--- config.mk ---
export PLATFORM = sky130hd
export DESIGN_NAME = mem_access_ctrl
export DESIGN_NICKNAME = d
export VERILOG_FILES = /design/src/rtl/mem_access_ctrl_pkg.sv /design/src/rtl/mem_access_ctrl_ld_lane_ext.sv /design/src/rtl/mem_access_ctrl.sv
export SDC_FILE = /design/constraint.sdc
export NUM_CORES = 1
export LEC_CHECK = 0
export CAP_MARGIN = 20
export CORE_UTILIZATION = 44
export CTS_CLUSTER_DIAMETER = 50
export DETAILED_ROUTE_END_ITERATION = 6
export PLACE_DENSITY = 0.77
export SLEW_MARGIN = 25
export SYNTH_ARGS = -nofsm -noshare
export SYNTH_HDL_FRONTEND = slang
export SYNTH_SLANG_ARGS = --single-unit
--- constraint.sdc ---
create_clock -name clk -period 1.88 [get_ports clk]
set_input_delay 0.376 -clock clk [delete_from_list [all_inputs] [get_ports clk]]
set_output_delay 0.376 -clock clk [all_outputs]
set_load 0.1 [all_outputs]
--- src/rtl/mem_access_ctrl_pkg.sv ---
// Shared definitions for the memory-access controller: op_type encodings,
// FSM state encoding, the load poison value, and op legality/alignment helpers.
package mem_access_ctrl_pkg;

  localparam logic [2:0] OP_WORD = 3'b111;
  localparam logic [2:0] OP_BU   = 3'b001;
  localparam logic [2:0] OP_BS   = 3'b010;
  localparam logic [2:0] OP_HU   = 3'b011;
  localparam logic [2:0] OP_HS   = 3'b100;

  typedef enum logic [1:0] {
    ST_IDLE = 2'd0,
    ST_BUSY = 2'd1,
    ST_DONE = 2'd2
  } state_e;

  // Returned on ld_data when the bus watchdog aborts a transaction.
  localparam logic [31:0] LD_POISON = 32'hdddd_dddd;

  function automatic logic op_legal(input logic [2:0] t);
    return (t == OP_WORD) || (t == OP_BU) || (t == OP_BS) ||
           (t == OP_HU) || (t == OP_HS);
  endfunction

  function automatic logic op_aligned(input logic [2:0] t, input logic [1:0] a);
    case (t)
      OP_WORD:      return (a == 2'b00);
      OP_HU, OP_HS: return !a[0];
      default:      return 1'b1;
    endcase
  endfunction

endpackage

--- src/rtl/mem_access_ctrl_ld_lane_ext.sv ---
// ld_lane_ext: picks the byte/half lane out of a bus read word and
// zero- or sign-extends it according to op_type. Purely combinational.
module ld_lane_ext (
  input  logic [2:0]  op_type_i,
  input  logic [1:0]  addr_lo_i,
  input  logic [31:0] rdata_i,
  output logic [31:0] data_o
);
  import mem_access_ctrl_pkg::*;

  logic [7:0]  byte_sel;
  logic [15:0] half_sel;

  // Lane select, then extension; words pass through untouched.
  always_comb begin
    case (addr_lo_i)
      2'd0:    byte_sel = rdata_i[7:0];
      2'd1:    byte_sel = rdata_i[15:8];
      2'd2:    byte_sel = rdata_i[23:16];
      default: byte_sel = rdata_i[31:24];
    endcase
    half_sel = addr_lo_i[1] ? rdata_i[31:16] : rdata_i[15:0];
    case (op_type_i)
      OP_BU:   data_o = {24'b0, byte_sel};
      OP_BS:   data_o = {{24{byte_sel[7]}}, byte_sel};
      OP_HU:   data_o = {16'b0, half_sel};
      OP_HS:   data_o = {{16{half_sel[15]}}, half_sel};
      default: data_o = rdata_i;
    endcase
  end

endmodule

--- src/rtl/mem_access_ctrl.sv ---
// mem_access_ctrl: MEM-stage controller turning load/store ops into single
// bus transactions (IDLE -> BUSY -> DONE), with alignment exceptions, lane
// steering, flush handling and load extraction via ld_lane_ext.
// Optional feature: define DM_TIMEOUT_EN to enable the bus-ack watchdog
// (TIMEOUT_CYCLES); without it BUSY waits forever and bus_err is tied low.
module mem_access_ctrl #(
  parameter int TIMEOUT_CYCLES = 255
) (
  input  logic        clk,
  input  logic        reset,
  input  logic        op_valid,
  input  logic        op_we,
  input  logic [2:0]  op_type,
  input  logic [31:0] op_addr,
  input  logic [31:0] op_wdata,
  input  logic        flush,
  output logic        stall,
  output logic        ld_valid,
  output logic [31:0] ld_data,
  output logic        exc_adel,
  output logic        exc_ades,
  output logic        bus_req,
  output logic        bus_we,
  output logic [31:0] bus_addr,
  output logic [3:0]  bus_be,
  output logic [31:0] bus_wdata,
  input  logic        bus_ack,
  input  logic [31:0] bus_rdata,
  output logic        bus_err
);
  import mem_access_ctrl_pkg::*;

  state_e      state_q, state_d;
  logic [31:0] addr_q;
  logic [2:0]  type_q;
  logic        we_q;
  logic [3:0]  be_q;
  logic [31:0] wdata_q;
  logic        kill_q, kill_d;
  logic        err_q;
  logic [31:0] ld_data_q;
  logic        accept, capture, timeout;
  logic        wd_expired;
  logic [3:0]  lane_be;
  logic [31:0] lane_wdata;
  logic [31:0] ext_data;

  // Steer incoming store data onto byte lanes; latched on accept.
  always_comb begin
    lane_be    = 4'b1111;
    lane_wdata = op_wdata;
    case (op_type)
      OP_HU, OP_HS: begin
        lane_be    = op_addr[1] ? 4'b1100 : 4'b0011;
        lane_wdata = {2{op_wdata[15:0]}};
      end
      OP_BU, OP_BS: begin
        lane_be    = 4'b0001 << op_addr[1:0];
        lane_wdata = {4{op_wdata[7:0]}};
      end
      default: ;
    endcase
  end

  ld_lane_ext u_ld_lane_ext (
    .op_type_i (type_q),
    .addr_lo_i (addr_q[1:0]),
    .rdata_i   (bus_rdata),
    .data_o    (ext_data)
  );

`ifdef DM_TIMEOUT_EN
  logic [31:0] wd_cnt_q;
  assign wd_expired = (wd_cnt_q == 32'(TIMEOUT_CYCLES - 1));
  assign bus_err    = (state_q == ST_DONE) && err_q;

  // Watchdog counts consecutive BUSY cycles; cleared whenever BUSY is left.
  always_ff @(posedge clk) begin
    if (reset) begin
      wd_cnt_q <= '0;
    end else if ((state_q == ST_BUSY) && (state_d == ST_BUSY)) begin
      wd_cnt_q <= wd_cnt_q + 32'd1;
    end else begin
      wd_cnt_q <= '0;
    end
  end
`else
  logic unused_timeout;
  assign unused_timeout = (TIMEOUT_CYCLES == 0);
  assign wd_expired     = 1'b0;
  assign bus_err        = 1'b0;
`endif

  // Next-state and outputs; bus outputs are only driven while BUSY.
  always_comb begin
    state_d   = state_q;
    kill_d    = kill_q;
    accept    = 1'b0;
    capture   = 1'b0;
    timeout   = 1'b0;
    stall     = 1'b0;
    ld_valid  = 1'b0;
    exc_adel  = 1'b0;
    exc_ades  = 1'b0;
    bus_req   = 1'b0;
    bus_we    = 1'b0;
    bus_addr  = '0;
    bus_be    = '0;
    bus_wdata = '0;
    case (state_q)
      ST_IDLE: begin
        if (op_valid && !flush && op_legal(op_type)) begin
          if (op_aligned(op_type, op_addr[1:0])) begin
            accept  = 1'b1;
            stall   = 1'b1;
            state_d = ST_BUSY;
          end else begin
            exc_adel = !op_we;
            exc_ades = op_we;
          end
        end
      end
      ST_BUSY: begin
        stall     = 1'b1;
        bus_req   = 1'b1;
        bus_we    = we_q;
        bus_addr  = {addr_q[31:2], 2'b00};
        bus_be    = be_q;
        bus_wdata = wdata_q;
        if (flush) kill_d = 1'b1;
        if (bus_ack) begin
          capture = 1'b1;
          kill_d  = 1'b0;
          // A killed op still finishes on the bus but skips DONE.
          state_d = (kill_q || flush) ? ST_IDLE : ST_DONE;
        end else if (wd_expired) begin
          timeout = 1'b1;
          kill_d  = 1'b0;
          state_d = ST_DONE;
        end
      end
      ST_DONE: begin
        ld_valid = !we_q && !flush && !err_q;
        state_d  = ST_IDLE;
      end
      default: state_d = ST_IDLE;
    endcase
  end

  // State register and sticky kill flag.
  always_ff @(posedge clk) begin
    if (reset) begin
      state_q <= ST_IDLE;
      kill_q  <= 1'b0;
    end else begin
      state_q <= state_d;
      kill_q  <= kill_d;
    end
  end

  // Latch the accepted op so the bus sees stable values throughout BUSY.
  always_ff @(posedge clk) begin
    if (reset) begin
      addr_q  <= '0;
      type_q  <= '0;
      we_q    <= 1'b0;
      be_q    <= '0;
      wdata_q <= '0;
    end else if (accept) begin
      addr_q  <= op_addr;
      type_q  <= op_type;
      we_q    <= op_we;
      be_q    <= lane_be;
      wdata_q <= lane_wdata;
    end
  end

  // Capture the extracted load result, or poison it on a watchdog abort.
  always_ff @(posedge clk) begin
    if (reset) begin
      ld_data_q <= '0;
      err_q     <= 1'b0;
    end else if (capture) begin
      ld_data_q <= ext_data;
      err_q     <= 1'b0;
    end else if (timeout) begin
      ld_data_q <= LD_POISON;
      err_q     <= 1'b1;
    end
  end

  assign ld_data = ld_data_q;

endmodule

## Word-level counts from Yosys, hierarchy flattened

Cells that the tools add are included.

| storage, ports and cells | value |
|---|---|
| register bits after elaboration | 107 |
| bits of input ports | 105 |
| output and inout port bits | 107 |
| word-level logic and storage cells | 80 |

| cells by class | value |
|---|---|
| equality and inequality tests | 16 |
| shifts and indexed selects | 1 |
| multiplexer cells | 35 |
| reductions and logical operators | 20 |

Operator list:

| kind | number |
|---|---|
| $pmux W32 S4 | 1 |
| $mux W32 | 3 |
| $pmux W32 S2 | 1 |
| $pmux W8 S3 | 1 |
| $mux W1 | 18 |
| $mux W16 | 1 |
| $eq A3 B2 Y1 const B | 4 |
| $eq A3 B3 Y1 const B | 3 |
| $mux W2 | 4 |
| $mux W4 | 2 |
| $pmux W4 S2 | 1 |
| $eq A3 B1 Y1 const B | 2 |
| $logic_not A2 Y1 | 3 |
| $ne A2 B2 Y1 const B | 3 |
| $logic_or A1 B1 Y1 | 5 |
| $eq A2 B1 Y1 const B | 2 |
| $eq A2 B2 Y1 const B | 2 |
| $logic_not A1 Y1 | 4 |
| $pmux W1 S2 | 2 |
| $pmux W2 S2 | 1 |
| $reduce_or A2 Y1 | 2 |
| $shl A1 B2 Y4 const A | 1 |
| $logic_and A1 B1 Y1 | 3 |
| $reduce_and A3 Y1 | 1 |
| 2 further kinds | 2 |

## Depth between registers and ports, before layout

Gate-level depths: netlist of run 1.

| depth | value |
|---|---|
| word-level depth | 11 |
| depth in mapped cells | 9 |
| depth with buffers taken out | 5 |

## Hierarchy

Synthesis of run 1 repeated with hierarchy kept, for this count alone.

| second synthesis, totals | value |
|---|---|
| cell total of the unflattened synthesis | 832 |
| area total of the unflattened synthesis | 6548.8 um^2 |

By module, submodules not included:

| module | instances | cells each | area an instance (um^2) | seq. area each (um^2) |
|---|---|---|---|---|
| mem_access_ctrl | 1 | 682 | 5430.2 | 2142.1 |
| ld_lane_ext | 1 | 150 | 1118.6 | 0.0 |

## Worst setup path before layout of run 1

OpenSTA, ideal clock, no wires.

| timing path | value |
|---|---|
| path type | input to output |
| from | input port flush |
| to | output port ld_valid |
| data arrival time | 3527 ps |
| required time | 1504 ps |
| setup slack | -2023 ps |
| stages on the path | 1 |
| buffers on the path | 0 |
| path through | nor4b_1 |

| between the ends | value |
|---|---|
| cells in the longest elaborated chain, start to end | 3 |

RTL lines:

| item | RTL line | source |
|---|---|---|
| start, declared | mem_access_ctrl.sv:16 | `input logic flush,` |
| $logic_not A1 Y1 | mem_access_ctrl.sv:143 | `ld_valid = !we_q && !flush && !err_q;` |
| $logic_and A1 B1 Y1 | mem_access_ctrl.sv:143 |  |
| $mux W1 | mem_access_ctrl.sv:110 | `case (state_q)` |
| end, declared | mem_access_ctrl.sv:18 | `output logic ld_valid,` |

No other way between the ends.

## Worst setup path after layout of run 1

| timing path | value |
|---|---|
| from | register state_q[0] |
| to | output port bus_addr[17] |

| between the ends | value |
|---|---|
| cells in the longest elaborated chain, start to end | 2 |

RTL lines:

| item | RTL line | source |
|---|---|---|
| start, declared | mem_access_ctrl.sv:33 | `state_e state_q, state_d;` |
| start signal, assigned | mem_access_ctrl.sv:156 | `state_q <= state_d;` |
| $eq A2 B1 Y1 | mem_access_ctrl.sv:110 |  |
| $mux W32 | mem_access_ctrl.sv:110 |  |
| end, declared | mem_access_ctrl.sv:24 | `output logic [31:0] bus_addr,` |

No other way between the ends.

==> results of run 1 <==
-- final timing paths --
| kind | slack [ns] | depth (start not counted) | to |
|---|---|---|---|
| setup / recovery | -0.06 | 5 | bus_addr[17] |
| hold / removal | 0.42 | 1 | state_q[1]$_SDFFE_PP0P_ |
| setup reg to reg | 0.09 | 8 | ld_data[26]$_SDFFE_PP0P_ |
| hold reg to reg | 0.42 | 1 | state_q[1]$_SDFFE_PP0P_ |
-- critical path, cell delays in order (launching register included) --
cell       delay, ns
dfxtp_4         0.35
nor2b_4         0.20
buf_6           0.17
clkbuf_16       0.16
and2_4          0.15
buf_12          0.17
-- layout make-up --
type,instances,area [sq um],area share
sequential,107,2151,0.2262
tap,168,210.2,0.02211
inverter,1,3.754,0.0003947
clock buffer,12,246.5,0.02592
timing repair buffer,282,3623,0.3811
multi-input combinational,521,3237,0.3404
clock inverter,2,37.54,0.003947
-- metal layers --
layer  vias up  global-route usage  wire length [um]
met5         -                   0                 0
met3        31             0.08661              1480
met4         0             0.07368               348
met2       249              0.4898              9242
li1       2856                   -                 -
met1      2799              0.3571              7824
-- registers in the layout, indices dropped and copies added (netlist names) --
name	count
wdata_q	32
kill_q	1
be_q	4
addr_q	32
state_q	2
type_q	3
ld_data	32
we_q	1
-- synth_stat cells, types with 2 or more instances --
cell	number	area share
nor2_1	65	0.045
a311oi_1	8	0.013
nand2_1	136	0.093
and2_1	70	0.080
a211oi_1	44	0.060
dfxtp_1	107	0.39
o41ai_1	2	0.0032
a22o_1	7	0.011
nor2_4	3	0.0062
o21ai_0	13	0.012
mux2_2	7	0.014
a22oi_1	2	0.0027
o221ai_1	7	0.011
a31oi_1	7	0.0080
buf_2	21	0.019
buf_6	5	0.010
mux2i_1	16	0.029
buf_4	11	0.015
nor3_1	19	0.017
nand2b_1	4	0.0046
a32oi_1	8	0.013
and3_1	3	0.0034
clkbuf_1	25	0.017
o21ai_1	9	0.0082
nor2b_1	6	0.0069
nand3b_1	2	0.0027
a21oi_1	56	0.051
-- cells by family (layout without fill, tap and decap cells) --
group | after synthesis | after routing
AND/OR/NAND/NOR | 314 | 314
AO/OA/AOI/OAI | 176 | 176
flip-flops | 107 | 107
buffers and inverters | 64 | 297
multiplexers | 24 | 24
XOR/XNOR | 4 | 4
other | 1 | 3
-- power groups by stage --
stage / Clock (mW) / Sequential (mW) / Combinational (mW)
finish: 1.88 / 2.43 / 1.55
global route: 2.00 / 2.44 / 1.64
CTS: 1.90 / 2.43 / 1.49
detailed placement: 0 / 2.48 / 1.44
global placement: 0 / 2.48 / 1.41
floorplan: 0 / 2.66 / 0.660
-- repair_timing --
action,in CTS,in global routing
cloned,1,5
setup endpoints to repair,83,80
endpoints found under the hold margin,0,0
pin swaps,25,12
resized for setup,37,24
setup buffers,14,3
==> impl_metrics.tcl, run 1 <==
set metrics [dict create \
    insertion_delay_ns 0.36 \
    first_iter_violations 431 \
    pwr-share-comb 0.264 \
    final_core_util 0.7884 \
    layout_common_cells "nand2_1, dfxtp_1, clkdlybuf4s50_1, buf_12, buf_4" \
    min_path_type "flip-flop to flip-flop" \
    cts_buffers 9 \
    synthAdderAreaFrac 0 \
    drv_slew 0 \
    hold_ws_ns 0.4226 \
    cp.arrival_ns 1.56 \
    maxClockFrequency_mhz 516.2 \
    power_density_nw_per_um2 616.5 \
    synth_edf_count 0 \
    synth_top_family_by_area "simple AND/OR/NAND/NOR gates" \
    drc_errors 0 \
    worst-path-max-fanout 5 \
    async_flop_share 0 \
    synthFlopType "dfxtp_1" \
    cts_sinks 107 \
    row_count 40 \
    rsz0062_at_grt "yes" \
    cts.clk_slew.worst_paths_ns 0.07 \
    h-tree-depth 3 \
    synth_seq_area_share 0.3917 \
    finalSetupViolCount 36 \
    fin_area_sq_um 9509 \
    synthMuxAreaShare 0.04782 \
    hold_buffers 0 \
    yosys.area_share.simple 0.2690 \
    die_area_sq_um 12880 \
    synth_compound_area_frac 0.2164 \
    pre_cts_ws_ns -0.4978 \
    die_h_um 113.5 \
    setup_ws_ns -0.05723 \
    synth_cell_type_count 54 \
    viasPerCell 5.430 \
    routabilityCongestion 0.8458 \
    area_growth_syn_to_layout_pct 73.87 \
    dieWidth_um 113.5 \
    drive_above_1_share 0.3200 \
    end_kind "primary output" \
    yosys_warnings 0 \
    worstPathRequired_ns 1.50 \
    setup_tns_ns -1.171 \
    critPathKind "flip-flop to primary output" \
    numPortBuffers 208 \
    startpoint "state_q[0]$_SDFFE_PP0P_" \
    fill_cells 765 \
    switchingPower_mw 1.781 \
    dp_hpwl_mm 13.52 \
    switching_share 0.3038 \
    post_dp_cell_area_sq_um 8874 \
    maxCapViolCount 0 \
    min_period_ns 1.937 \
    ys_ff_latch 107 \
    drt-pass1-iter-count 5 \
    violations "negative setup slack" \
    cts_root_buffer "clkbuf_16" \
    dr_total_vias 5935 \
    final_cells 1093 \
    post-place-cells 1057 \
    fin_skew_ns 0.007520 \
    synth_area_sq_um 5469 \
    grt_first_pass_wirelength_mm 29.43 \
    num_antenna_cells 0 \
    cts_tree "yes" \
    overflow 0 \
    antenna_found_initial 0 \
    grt_usage 0.2888 \
    netlist_instances 690 \
    p_total_mw 5.862 \
    grt_max_degree 70 \
    worstSetupStartpointType "flip-flop" \
    avgRoutedWirePerCell_um 17.29 \
    fin_crit_sh 1.030 \
    slew-limit-headroom 0.6182 \
    ant_nets 0 \
    pwr-share-seq 0.415 \
    outcome "finished with violations" \
    coreArea_sq_um 12060 \
    pwr-share-clk 0.321 \
    io-pin-count 212 \
    clk_path_buf_depth 2 \
    hold_viol_final 0 \
    final_common_cell "nand2_1" \
    intPower_mw 4.081 \
    grt_pass1_vias 5931 \
    syn-mean-instance-area_sq_um 7.926 \
    drt_wl_total_mm 18.90 \
    start_util 0.4534 \
    worstHoldStart "kill_q$_SDFFE_PP0P_" \
    tightest_slew_ns 0.5706 \
    leakagePower_nw 3.686 \
    nets 1027 \
    ir_drop_uv 393.5 \
    r2r_start "state_q[0]$_SDFFE_PP0P_" \
    synth_xor_area_frac 0.01121 \
]
Power figures use the tool's default switching activity.
==> run 2, diff against run 1 <==
- ABC_CLOCK_PERIOD_IN_PS: default -> 1880
- RECOVER_POWER: default -> 100
==> impl_metrics.tcl, run 2 (synthesis gave the netlist of run 1 again) <==
set metrics [dict create \
    outcome "finished with violations" \
    violations "negative setup slack" \
    cts.clk_slew.worst_paths_ns 0.06 \
    min_path_type "flip-flop to flip-flop" \
    cts_buffers 9 \
    worst-path-buf-inv 3 \
    p_total_mw 5.820 \
    leakagePower_nw 3.627 \
    hold_ws_ns 0.4210 \
    cpPeakStageDelay_ns 0.35 \
    power_density_nw_per_um2 626.3 \
    wl_met2_mm 9.254 \
    grt_pass1_vias 5931 \
    ant_nets 0 \
    setup_ws_ns -0.05332 \
    antenna_found_initial 0 \
    fin_crit_sh 1.028 \
    maxClockFrequency_mhz 517.2 \
    final_common_cell "nand2_1" \
    hold_viol_final 0 \
    drt-pass1-iter-count 6 \
    tightest_slew_ns 0.5659 \
    fin_skew_ns 0.008932 \
    path_cells "nor2b_4, buf_6, clkbuf_16, and2_4, buf_12" \
    grt_max_degree 70 \
    cts_tree "yes" \
    maxCapViolCount 0 \
    insertion_delay_ns 0.36 \
    worst-path-max-fanout 5 \
    worstSetupStartpointType "flip-flop" \
    hold_buffers 0 \
    min_period_ns 1.933 \
    ir_drop_uv 393.5 \
    cp.arrival_ns 1.56 \
    drt_wl_total_mm 18.96 \
    worstPathRequired_ns 1.50 \
    fill_cells 806 \
    layout_common_cells "nand2_1, dfxtp_1, clkdlybuf4s50_1, buf_12, nor2_1" \
    die_h_um 113.5 \
    dr_total_vias 5942 \
    cts_sinks 107 \
    rsz0062_at_grt "yes" \
    coreArea_sq_um 12060 \
    die_area_sq_um 12880 \
    num_antenna_cells 0 \
    drive_above_1_share 0.3200 \
    area_growth_syn_to_layout_pct 69.89 \
    cpLargestDelayFamily "buffers and inverters" \
    drv_slew 0 \
    h-tree-depth 3 \
    r2r_slack_ns 0.06 \
    start_util 0.4534 \
    clk_path_buf_depth 2 \
    nets 1027 \
    viasPerCell 5.436 \
    critPathKind "flip-flop to primary output" \
    routabilityCongestion 0.8458 \
    dieWidth_um 113.5 \
    dp_hpwl_mm 13.52 \
    slew-limit-headroom 0.6214 \
    overflow 0 \
    final_core_util 0.7703 \
    drc_errors 0 \
    routed-wl-met3_mm 1.516 \
    cts_root_buffer "clkbuf_16" \
    io-pin-count 212 \
    critPathSlowestCell "dfxtp_4" \
    grt_first_pass_wirelength_mm 29.43 \
    avgRoutedWirePerCell_um 17.35 \
    numPortBuffers 208 \
    wl_met1_mm 7.840 \
    finalSetupViolCount 35 \
    grt_usage 0.2888 \
    end_kind "primary output" \
    first_iter_violations 384 \
    maxUsedRoutingLayer "met4" \
    row_count 40 \
]
run 2: worst paths after layout:
path                                              start                  endpoint  depth (start not counted)
worst max-delay path            state_q[0]$_SDFFE_PP0P_              bus_addr[17]                          5
worst min-delay path                kill_q$_SDFFE_PP0P_   state_q[1]$_SDFFE_PP0P_                          1
worst max register to register  state_q[0]$_SDFFE_PP0P_  wdata_q[23]$_SDFFE_PP0P_                          7
worst min register to register      kill_q$_SDFFE_PP0P_   state_q[1]$_SDFFE_PP0P_                          1
run 2: power by group:
group | total, mW | switching [mW] | leakage (nW) | internal, mW
Combinational | 1.51 | 0.893 | 2.62 | 0.615
Sequential | 2.43 | 0.0595 | 0.872 | 2.37
Clock | 1.88 | 0.827 | 0.135 | 1.06
Total | 5.82 | 1.78 | 3.63 | 4.04
run 2: repair_timing:
action | in CTS | in global routing
cloned | 1 | 5
buffers inserted | 14 | 3
gates resized for setup | 37 | 24
pin swaps | 25 | 12
setup endpoints to repair | 83 | 80
run 2: metrics by stage:
| step | setup slack [ns] | area (sq um) | setup TNS (ns) | cells |
|---|---|---|---|---|
| 2_1_floorplan | -0.4204 | 5654 | -1.581 | 692 |
| 3_3_place_gp | -0.4278 | 8874 | -23.19 | 1057 |
| 3_5_place_dp | -0.4978 | 8874 | -28.57 | 1057 |
| 4_1_cts | -0.03155 | 9355 | -0.6057 | 1086 |
| 5_1_grt | -0.1111 | 9291 | -3.345 | 1093 |
| 6_report | -0.05332 | 9291 | -1.048 | 1093 |
run 2: layout make-up:
class | instances | area [sq um] | share of cell area
Clock buffer | 12 | 246.5 | 0.02653
Clock inverter | 2 | 37.54 | 0.004040
Inverter | 1 | 3.754 | 0.0004040
Multi-Input combinational cell | 521 | 3237 | 0.3484
Sequential cell | 107 | 2151 | 0.2315
Tap cell | 168 | 210.2 | 0.02262
Timing Repair Buffer | 282 | 3406 | 0.3666
run 2: worst register-to-register path: cells and delay by family (launching register included):
kind,cells,cell delay [ns]
buffers and inverters,2,0.52
AOI/OAI and AO/OA,2,0.45
and+or+nand+nor,3,0.41
DFF,1,0.35
run 2: metal layers:
layer | vias up | global-route usage
met5 | - | 0
met4 | 0 | 0.07368
met3 | 32 | 0.08661
met2 | 271 | 0.4898
met1 | 2776 | 0.3571
li1 | 2863 | -
